===== config.mk =====
export PLATFORM = sky130hd
export DESIGN_NAME = alu_out_exec_ctrl
export DESIGN_NICKNAME = d
export VERILOG_FILES = /design/src/rtl/alu_out_exec_ctrl.sv
export SDC_FILE = /design/constraint.sdc
export NUM_CORES = 1
export LEC_CHECK = 0
export CAP_MARGIN = 10
export CORE_MARGIN = 4
export CORE_UTILIZATION = 43
export CTS_CLUSTER_SIZE = 40
export DETAILED_ROUTE_END_ITERATION = 10
export PLACE_DENSITY = 0.74
export SLEW_MARGIN = 10
export SYNTH_ARGS = -nofsm -noshare
export SYNTH_HDL_FRONTEND = slang
export SYNTH_SLANG_ARGS = --single-unit

===== constraint.sdc =====
create_clock -name clk -period 1.5 [get_ports clk]
set_input_delay 0.45 -clock clk [delete_from_list [all_inputs] [get_ports clk]]
set_output_delay 0.45 -clock clk [all_outputs]
set_load 0.1 [all_outputs]

===== src/rtl/alu_out_exec_ctrl.sv =====
// Execute-stage sequencer: accepts one instruction per handshake, decodes it and
// steers the ALU, shifter, mux_alu_out select and register-file ports until write-back.
//
// state  | meaning
// IDLE   | waiting for an instruction, instr_ready high
// DECODE | read addresses driven; illegal/NOP retire here
// EXEC   | ALU/shifter codes driven, exec down-counter running
// WB     | write-back strobe (suppressed for r0) and done pulse
module alu_out_exec_ctrl #(
  parameter int RAW         = 3,
  parameter int EXEC_CYCLES = 1
) (
  input  logic           clk,
  input  logic           rst_n,
  input  logic           instr_valid,
  output logic           instr_ready,
  input  logic [15:0]    instr,
  output logic [RAW-1:0] rf_rd_addr_a,
  output logic [RAW-1:0] rf_rd_addr_b,
  output logic [2:0]     alu_op,
  output logic [1:0]     shift_op,
  output logic [2:0]     shamt,
  output logic           output_cont,
  output logic [RAW-1:0] rf_wr_addr,
  output logic           rf_wr_en,
  output logic           busy,
  output logic           done,
  output logic           illegal
);

  // A zero or negative exec length would never leave EXEC; clamp to one cycle.
  localparam int EC = (EXEC_CYCLES < 1) ? 1 : EXEC_CYCLES;
  localparam int CW = (EC > 1) ? $clog2(EC) : 1;

  typedef enum logic [1:0] {
    IDLE   = 2'd0,
    DECODE = 2'd1,
    EXEC   = 2'd2,
    WB     = 2'd3
  } state_t;

  state_t        state;
  logic [15:0]   instr_q;
  logic [CW-1:0] exec_cnt;

  function automatic logic op_is_nop(input logic [3:0] op);
    return op == 4'h0;
  endfunction

  function automatic logic op_is_illegal(input logic [3:0] op);
    return op[3:2] == 2'b11;
  endfunction

  function automatic logic op_is_shift(input logic [3:0] op);
    return op[3:2] == 2'b10;
  endfunction

  // Ready is gated by rst_n so nothing is accepted while reset is applied.
  always_comb begin
    instr_ready = rst_n && (state == IDLE);
    busy        = (state != IDLE);
  end

  // Sequencer: state, latched instruction, exec counter and all registered outputs.
  always_ff @(posedge clk or negedge rst_n) begin
    if (!rst_n) begin
      state        <= IDLE;
      instr_q      <= '0;
      exec_cnt     <= '0;
      rf_rd_addr_a <= '0;
      rf_rd_addr_b <= '0;
      alu_op       <= '0;
      shift_op     <= '0;
      shamt        <= '0;
      output_cont  <= 1'b0;
      rf_wr_addr   <= '0;
      rf_wr_en     <= 1'b0;
      done         <= 1'b0;
      illegal      <= 1'b0;
    end else begin
      rf_wr_en <= 1'b0;
      done     <= 1'b0;
      illegal  <= 1'b0;
      case (state)
        IDLE: begin
          if (instr_valid) begin
            instr_q      <= instr;
            // Read addresses and the DECODE-cycle strobes come straight from the
            // incoming word so they are visible during DECODE itself.
            rf_rd_addr_a <= RAW'(instr[8:6]);
            rf_rd_addr_b <= RAW'(instr[5:3]);
            illegal      <= op_is_illegal(instr[15:12]);
            done         <= op_is_nop(instr[15:12]);
            state        <= DECODE;
          end
        end
        DECODE: begin
          rf_rd_addr_a <= RAW'(instr_q[8:6]);
          rf_rd_addr_b <= RAW'(instr_q[5:3]);
          if (op_is_illegal(instr_q[15:12]) || op_is_nop(instr_q[15:12])) begin
            state <= IDLE;
          end else begin
            exec_cnt <= CW'(EC - 1);
            if (op_is_shift(instr_q[15:12])) begin
              output_cont <= 1'b1;
              alu_op      <= '0;
              shift_op    <= instr_q[13:12];
              shamt       <= instr_q[2:0];
            end else begin
              output_cont <= 1'b0;
              alu_op      <= instr_q[14:12];
              shift_op    <= '0;
              shamt       <= '0;
            end
            state <= EXEC;
          end
        end
        EXEC: begin
          if (exec_cnt == '0) begin
            rf_wr_addr <= RAW'(instr_q[11:9]);
            rf_wr_en   <= (instr_q[11:9] != 3'd0);
            done       <= 1'b1;
            state      <= WB;
          end else begin
            exec_cnt <= exec_cnt - 1'b1;
          end
        end
        WB: begin
          state <= IDLE;
        end
        default: begin
          state <= IDLE;
        end
      endcase
    end
  end

endmodule

=== Word level (Yosys, flattened, before mapping) ===
Index checks and enable logic that the tools add are counted.

* Output and inout port bits: 23
* Input bits: 19
* Logic and storage cells: 62
* Flip-flop bits (word level): 40

* Mux-type cells: 22
* Equal/unequal tests: 9
* Bitwise gates (word level): 2
* Reduce and logical (&&, ||, !) cells: 15
* Add/sub/neg operators: 1

{| class="wikitable"
|+ Operator list
! cell !! count
|-
| 3-bit 2-to-1 mux || 4
|-
| 3-bit one-hot mux with 2 select lines || 2
|-
| 2-bit AND reduction || 6
|-
| 2-bit == test (second input constant) || 5
|-
| 1-bit 2-to-1 mux || 9
|-
| 4-bit logical NOT || 2
|-
| 2-bit 2-to-1 mux || 4
|-
| 2-bit one-hot mux with 4 select lines || 1
|-
| 2-bit inequality test (second input constant) || 3
|-
| 2-bit nonzero test || 3
|-
| 1-bit one-hot mux with 2 select lines || 2
|-
| 3-bit nonzero test || 1
|-
| 2-bit by 1-bit == test with 1-bit output (second input constant) || 1
|-
| 2-bit logical NOT || 1
|-
| 1-bit inverter || 2
|-
| 1-bit logical AND || 1
|-
| 1-bit logical OR || 1
|-
| 1-bit subtractor (second input constant) || 1
|}

=== Logic depth before layout (Yosys ltp) ===
Gate-level depths: netlist of the first run.

* Depth after elaboration: 4
* Mapped depth: 5
* Mapped depth without buffers: 3

=== Worst setup path after synthesis of the first run ===
OpenSTA, ideal clock, no wires.

* Path type: reg-to-output
* Start point: register (tool-made name)
* End point: output instr_ready
* Arrival: 2.353 ns
* Buffers on the path: 1
* Required time: 1.050 ns
* Path slack: -1.303 ns
* Stages on the path, launching flop included: 4
* Cells stage by stage: dfrtp_1 -> clkbuf_2 -> or2_2 -> nor2_1

{| class="wikitable"
|+ RTL lines
! item !! line !! text
|-
| end: declaration || 16 || <nowiki>output logic instr_ready,</nowiki>
|}

==> results.txt, run 1 <==
outcome: finished, violations left
failing checks: setup timing
first-pass GRT wire length: 7430 um
maximum fanout along the worst path: 2
routed wire length per instance: 17.8 um
Tcrit/Tclk final: 114%
Setup WS post-layout: -0.211 ns
via count: 1260
# diodes: 0
Core Region: 0.00366 mm2
Final min period: 1.71 ns
Hold WS: 0.214 ns
cell area after layout: 0.00270 mm2
YS warnings: 0
# clock sinks: 39
routing usage on met3: 6.23%
placed cell areas: 0.00240 mm2
port bufs: 41
Worst Tran Pin Value: 0.501 ns
maximum clock frequency: 584 MHz
Worst setup SP type: flop
Top Usage Layer GRT: met2
fin. max-slew vios: 0
DIE AREA: 0.00484 mm2
post-synth cell types: 27
worst skew pair latency: 0.29 ns
Gate Count Post-Synth: 129
Reg2Reg Launch Point: state[0]$_DFFE_PN0P_
starting density of the core: 44.5%
syn nets: 148
commonest non-fill, non-tap cell in the layout: dfrtp_1
Routed WL: 4230 um
FF+latch count, synth: 39
CP Data Required Time: 1.05 ns
row cnt: 22
most frequent cells in the layout: dfrtp_1 (39), buf_12 (25), nand2_1 (17), clkdlybuf4s50_1 (17), mux2_4 (15)
vias in the first global route: 1458
# IOs: 42
Seq/Total Area, Yosys: 59.9%
Worst Setup Path Type: reg2out
CTS root buffer: clkbuf_8
antenna violations before repair: 0
layout cell share with drive strength beyond 1: 46.8%
met2 Use GR: 32.6%
GRT overflow: 0
Max stage delay on crit path: 0.39 ns
DR iter-0 viols: 123
DP Worst Slack: -0.360 ns
met1 Use GR: 23.5%
GP Congestion: 0.766
RSZ-0062 raised after global routing: true
WP data arrival: 1.26 ns
Num CTS Buffers: 5
skew final: 0.00492 ns
chip height: 69.6 um
ANT nets after route: 0
Final nets: 208
cts-stage hold buffer count: 0
CTS tree: built
largest net degree at the start of global routing: 40
maxcap violations: 0
Total GRT Usage: 19.5%
clock buffer depth: 2
DR DRC count: 0
DP HPWL: 2740 um
synthesized cell area: 0.00163 mm2
Vias/cell: 5.29
CTS clk-pin slew, worst paths: 0.07 ns
Slowest-stage cell, CP: dfrtp_1
Die X: 69.6 um
syn avg cell area: 12.6 um2
worst min path class: in2async
Area Growth Syn to Fin: 65.5%
slew margin rel.: 66.5%
Core Util, Final: 73.7%
H-tree depth: 2
first-pass iteration count of the detailed router: 4
final hold vios: 0
critical path, cell by cell: or2_4 > nor2_4 > buf_12
CP Capture Type: primary output
Final setup viols: 20
## layer usage
layer / up-vias / part of all wire (%)
met3: 7 / 5.6
li1: 574 / -
met4: 0 / 1.8
met2: 43 / 52
met5: - / 0
met1: 636 / 41
## flip-flops by register name (all words and copies together) (netlist names), named ones only
register	count
instr_q	16
rf_wr_en	1
output_cont	1
shift_op	2
rf_rd_addr_a	3
rf_wr_addr	3
rf_rd_addr_b	3
illegal	1
shamt	3
done	1
state	1
alu_op	3
## Yosys cell counts
master      n  area share, %
dfrtp_1    39             60
mux2_2     18             12
nand2_1    18            4.1
a22oi_1     9            4.1
nor2_1      8            1.8
a22o_2      6            3.7
nand2b_1    4            1.5
o21ai_0     4            1.2
buf_4       3            1.4
o21bai_1    2           0.92
o2bb2ai_1   2            1.1
a21oi_1     1           0.31
and2b_1     1           0.46
and3_1      1           0.38
buf_6       1           0.69
clkbuf_1    1           0.23
clkbuf_2    1           0.31
inv_1       1           0.23
mux2_1      1           0.69
nand3_2     1           0.61
nor3_1      1           0.31
nor3b_1     1           0.46
nor3b_4     1            1.2
nor4_1      1           0.38
o31ai_1     1           0.46
or2_2       1           0.38
or4_4       1           0.69
## area by class of cell
cell class / count / area [um2]
multi-input cells: 83 / 727
clock buffers: 8 / 100
repair buffers: 59 / 831
well taps: 48 / 60.1
inverters: 1 / 3.75
fillers: 215 / 963
flip-flops and latches: 39 / 976
## worst paths after layout
check | end | cells after the start | slack (ns)
hold reg to reg | shamt[2]$_DFFE_PN0P_ | 1 | 0.51
hold / removal | done$_DFF_PN0_ | 2 | 0.21
setup reg to reg | instr_q[1]$_DFFE_PN0P_ | 6 | -0.10
max in group asynchronous | shamt[1]$_DFFE_PN0P_ | 2 | 0.95
min in group clk | shamt[2]$_DFFE_PN0P_ | 1 | 0.51
setup / recovery | instr_ready | 3 | -0.21
## stage by stage
stage / instances / setup TNS, ns
6_report: 238 / -1.62
5_1_grt: 238 / -2.93
4_1_cts: 238 / -1.17
3_5_place_dp: 224 / -6.59
3_3_place_gp: 224 / -5.80
2_1_floorplan: 129 / -0.343
## repair_timing
item	in CTS	in global routing
gates cloned	1	0
pin swaps	5	0
gates resized for setup	24	8
setup buffers	5	0
endpoints found under the setup margin	18	29
## worst max-delay path: cells and delay by family (launching register included)
kind / cells / cell delay (ns)
and+or+nand+nor: 2 / 0.40
DFF: 1 / 0.39
buffers and inverters: 1 / 0.18
## kinds of logic (layout without fill, tap and decap cells)
family | count (synthesis) | after routing | share of synthesized area [%]
buf+inv | 7 | 68 | 2.84
simple gates | 39 | 39 | 12.4
compound gates | 25 | 25 | 11.8
mux | 19 | 19 | 13.1
flops | 39 | 39 | 59.9
Power of run 1 is not shown: default switching activity piles up to over one toggle a cycle in this logic, so the estimate is an artifact.
==> run 2: changes to the inputs <==
--- a/config.mk
+++ b/config.mk
@@ -11,6 +11,7 @@
 export CTS_CLUSTER_SIZE = 40
 export DETAILED_ROUTE_END_ITERATION = 10
 export PLACE_DENSITY = 0.74
+export RECOVER_POWER = 100
 export SLEW_MARGIN = 10
 export SYNTH_ARGS = -nofsm -noshare
 export SYNTH_HDL_FRONTEND = slang
==> results.txt, run 2 (synthesis gave the netlist of run 1 again) <==
Setup WS post-layout: -0.210 ns
max reg flops: 16
Total GRT Usage: 19.5%
Max stage delay on crit path: 0.39 ns
cts-stage hold buffer count: 0
fin. max-slew vios: 0
maximum clock frequency: 585 MHz
CP Data Required Time: 1.05 ns
WP data arrival: 1.26 ns
worst min path class: in2async
DIE AREA: 0.00484 mm2
Final nets: 208
multi-input logic area: 713 um2
Fillers: 259
family with the most delay on the worst path: simple AND/OR/NAND/NOR gates
worst skew pair latency: 0.29 ns
Core Region: 0.00366 mm2
layout cell share with drive strength beyond 1: 44.7%
first-pass GRT wire length: 7430 um
starting density of the core: 44.5%
# clock sinks: 39
CP bufs+invs: 1
critical path, cell by cell: or2_4 > nor2_4 > buf_12
Worst Tran Pin Value: 0.961 ns
failing checks: setup timing
Sequential cell area: 976 um2
Routed WL: 4280 um
Final min period: 1.71 ns
Num CTS Buffers: 5
port bufs: 41
row cnt: 22
DP Worst Slack: -0.360 ns
CTS clk-pin slew, worst paths: 0.07 ns
first-pass iteration count of the detailed router: 4
skew final: 0.00497 ns
routed wire length per instance: 18.0 um
GP Congestion: 0.766
Largest Register: instr_q
outcome: finished, violations left
vias in the first global route: 1458
Die X: 69.6 um
Tcrit/Tclk final: 114%
most frequent cells in the layout: dfrtp_1 (39), buf_4 (27), nand2_1 (18), mux2_4 (15), clkdlybuf4s50_1 (15)
maximum fanout along the worst path: 2
DR DRC count: 0
commonest non-fill, non-tap cell in the layout: dfrtp_1
CTS root buffer: clkbuf_8
CP Capture Type: primary output
maxcap violations: 0
Worst setup SP type: flop
H-tree depth: 2
RSZ-0062 raised after global routing: true
cell area after layout: 0.00242 mm2
ANT nets after route: 0
CTS tree: built
clock buffer depth: 2
via count: 1268
placed cell areas: 0.00240 mm2
# IOs: 42
DR iter-0 viols: 118
Slowest-stage cell, CP: dfrtp_1
slew margin rel.: 36.0%
chip height: 69.6 um
antenna violations before repair: 0
Worst Setup Path Type: reg2out
Core Util, Final: 66.2%
Vias/cell: 5.33
largest net degree at the start of global routing: 40
DP HPWL: 2740 um
Final setup viols: 24
# diodes: 0
final hold vios: 0
Area Growth Syn to Fin: 48.6%
GRT overflow: 0
## run 2: changes by cell type in the layout (fill, tap and decap cells not counted), sizes merged
cell and change:
buf -5, dlygate4sd3 +2, clkdlybuf4s50 -2, clkbuf +5
## run 2: area by class of cell
class | count | share of cell area [%]
sequential | 39 | 40.3
multi-input combinational | 83 | 29.4
timing repair buffer | 59 | 23.5
clock buffer | 8 | 4.13
tap | 48 | 2.48
inverter | 1 | 0.155
## run 2: worst paths after layout
check	from	end	slack, ns	depth (start not counted)
max in group asynchronous	rst_n	shift_op[1]$_DFFE_PN0P_	0.49	2
worst max-delay path	flop	instr_ready	-0.21	3
worst max register to register	state[0]$_DFFE_PN0P_	instr_q[1]$_DFFE_PN0P_	-0.12	6
min in group clk	rf_rd_addr_b[0]$_DFFE_PN0P_	rf_rd_addr_b[0]$_DFFE_PN0P_	0.49	2
worst min-delay path	rst_n	instr_q[12]$_DFFE_PN0P_	0.41	2
worst min register to register	rf_rd_addr_b[0]$_DFFE_PN0P_	rf_rd_addr_b[0]$_DFFE_PN0P_	0.49	2
## run 2: per-stage QoR
stage	setup TNS (ns)	cells	hold slack, ns
after floorplan	-0.343	129	0.154
after global placement	-5.80	224	0.474
final	-3.60	238	0.408
after CTS	-1.17	238	0.226
after global routing	-4.51	238	0.518
after detailed placement	-6.59	224	0.490
## run 2: timing repair
action	CTS	global route
setup buffers	5	0
gates cloned	1	0
pin swaps	5	0
resized for setup	24	8
endpoints found under the setup margin	18	29
hold endpoints to repair	0	0
## run 2: routing by layer
layer	track usage (%)	part of all wire [%]
met3	6.23	5.9
met2	32.6	51
met5	0	0
met4	6.94	2.3
met1	23.5	41
Power of run 2 is left out for the same reason.
==> run 3: changes to the inputs <==
--- a/config.mk
+++ b/config.mk
@@ -10,7 +10,8 @@
 export CORE_UTILIZATION = 43
 export CTS_CLUSTER_SIZE = 40
 export DETAILED_ROUTE_END_ITERATION = 10
-export PLACE_DENSITY = 0.74
+export DONT_BUFFER_PORTS = 1
+export PLACE_DENSITY = 0.59
 export RECOVER_POWER = 100
 export SLEW_MARGIN = 10
 export SYNTH_ARGS = -nofsm -noshare
==> results.txt, run 3 (synthesis gave the netlist of run 1 again) <==
DIE AREA: 0.00484 mm2
Core Util, Final: 54.1%
Fin Setup TNS: -2.03 ns
antenna violations before repair: 0
Met3 Wirelength: 198 um
DR DRC count: 0
Slowest-stage cell, CP: dfrtp_1
row cnt: 22
GP Congestion: 0.774
fin. max-slew vios: 0
first-pass GRT wire length: 5740 um
Hold Path Origin: instr[8]
clock buffer depth: 2
# clock sinks: 39
Worst setup SP type: flop
maximum clock frequency: 605 MHz
Final min period: 1.65 ns
commonest non-fill, non-tap cell in the layout: dfrtp_1
Total GRT Usage: 15.1%
DP HPWL: 2350 um
maxcap violations: 0
detailed route wirelength on metal2: 1770 um
Final nets: 180
layout cell share with drive strength beyond 1: 38.9%
skew final: 0.00928 ns
Sequential cell area: 976 um2
CTS clk-pin slew, worst paths: 0.07 ns
reg-to-reg endpoint: instr_q[1]$_DFFE_PN0P_
# IOs: 42
port bufs: 0
vias in the first global route: 1142
Num CTS Buffers: 5
Area Growth Syn to Fin: 21.5%
worst skew pair latency: 0.29 ns
Setup Buffers After CTS: 0
CTS tree: built
Vias/cell: 5.20
Worst Hold Depth: 1
Tcrit/Tclk final: 110%
RSZ-0062 raised after global routing: true
Final setup viols: 18
Setup WS post-layout: -0.152 ns
Worst Hold Path EP: instr_q[8]$_DFFE_PN0P_
WP data arrival: 1.20 ns
# diodes: 0
Reg2Reg Depth: 4
first-pass iteration count of the detailed router: 4
most frequent cells in the layout: dfrtp_1 (39), mux2_2 (18), nand2_1 (18), clkbuf_4 (14), buf_4 (13)
uppermost layer routed: met4
via count: 1093
Core Region: 0.00366 mm2
outcome: finished, violations left
Max stage delay on crit path: 0.38 ns
Met1 Wirelength: 1320 um
CTS root buffer: clkbuf_8
Routed WL: 3320 um
maximum fanout along the worst path: 2
Fillers: 323
multi-input logic area: 603 um2
final hold vios: 0
largest net degree at the start of global routing: 40
critical path, cell by cell: or2_4 > nor2_4 > buf_12
r2r setup slk: -0.12 ns
starting density of the core: 44.5%
routed wire length per instance: 15.8 um
Largest Register: instr_q
slew margin rel.: 65.4%
failing checks: setup timing
Worst Tran Pin Value: 0.517 ns
chip height: 69.6 um
CP Data Required Time: 1.05 ns
DR iter-0 viols: 51
ANT nets after route: 0
Die X: 69.6 um
Worst Setup Path Type: reg2out
worst min path class: in2reg
GRT overflow: 0
CP Capture Type: primary output
H-tree depth: 2
max reg flops: 16
==> run 3: how the worst max path moves through the flow <==
| stage | cells after the start | slack, ns | start | end |
|---|---|---|---|---|
| 6_report | 3 | -0.15 | state[0]$_DFFE_PN0P_ | instr_ready |
| 5_1_grt | 3 | -0.21 | state[0]$_DFFE_PN0P_ | instr_ready |
| 2_1_floorplan | 3 | -0.34 | flop | instr_ready |
| 3_5_place_dp | 4 | 0.07 | state[0]$_DFFE_PN0P_ | instr_q[1]$_DFFE_PN0P_ |
| 3_3_place_gp | 4 | 0.08 | flop | shamt[2]$_DFFE_PN0P_ |
| 4_1_cts | 3 | -0.17 | state[0]$_DFFE_PN0P_ | instr_ready |
==> run 3: repair_timing <==
| item | CTS | global route |
|---|---|---|
| hold buffers | 2 | 0 |
| resized for setup | 0 | 1 |
| endpoints found under the hold margin | 39 | 0 |
| pin swaps | 1 | 0 |
| endpoints found under the setup margin | 2 | 5 |
==> run 3: cell type report <==
cell class              instances  share of cell area (%)
clock inverters                 1                   0.253
clock buffers                   7                    3.85
inverters                       1                   0.190
well taps                      48                    3.03
multi-input cells              83                    30.4
repair buffers                 31                    13.0
flip-flops and latches         39                    49.3
==> run 3: per-stage QoR <==
stage	instance area (um2)	hold slack [ns]	setup WS, ns	cells
floorplan	1650	0.154	-0.343	129
global placement	2000	0.156	0.0784	200
detailed placement	2000	0.156	0.0704	200
CTS	2110	0.288	-0.168	210
global route	1980	0.293	-0.205	210
finish	1980	0.299	-0.152	210
==> run 3: per-layer routing <==
| layer | up-vias | track usage [%] |
|---|---|---|
| li1 | 524 | - |
| met1 | 540 | 18.5 |
| met2 | 27 | 24.4 |
| met3 | 2 | 5.65 |
| met4 | 0 | 5.21 |
| met5 | - | 0 |
==> run 3: critical path: cells and delay by family, from the launching register on <==
kind          cells  cell delay [ns]
simple gates      2             0.36
buf+inv           1             0.18
flops             1             0.38
Power of run 3 is left out for the same reason.
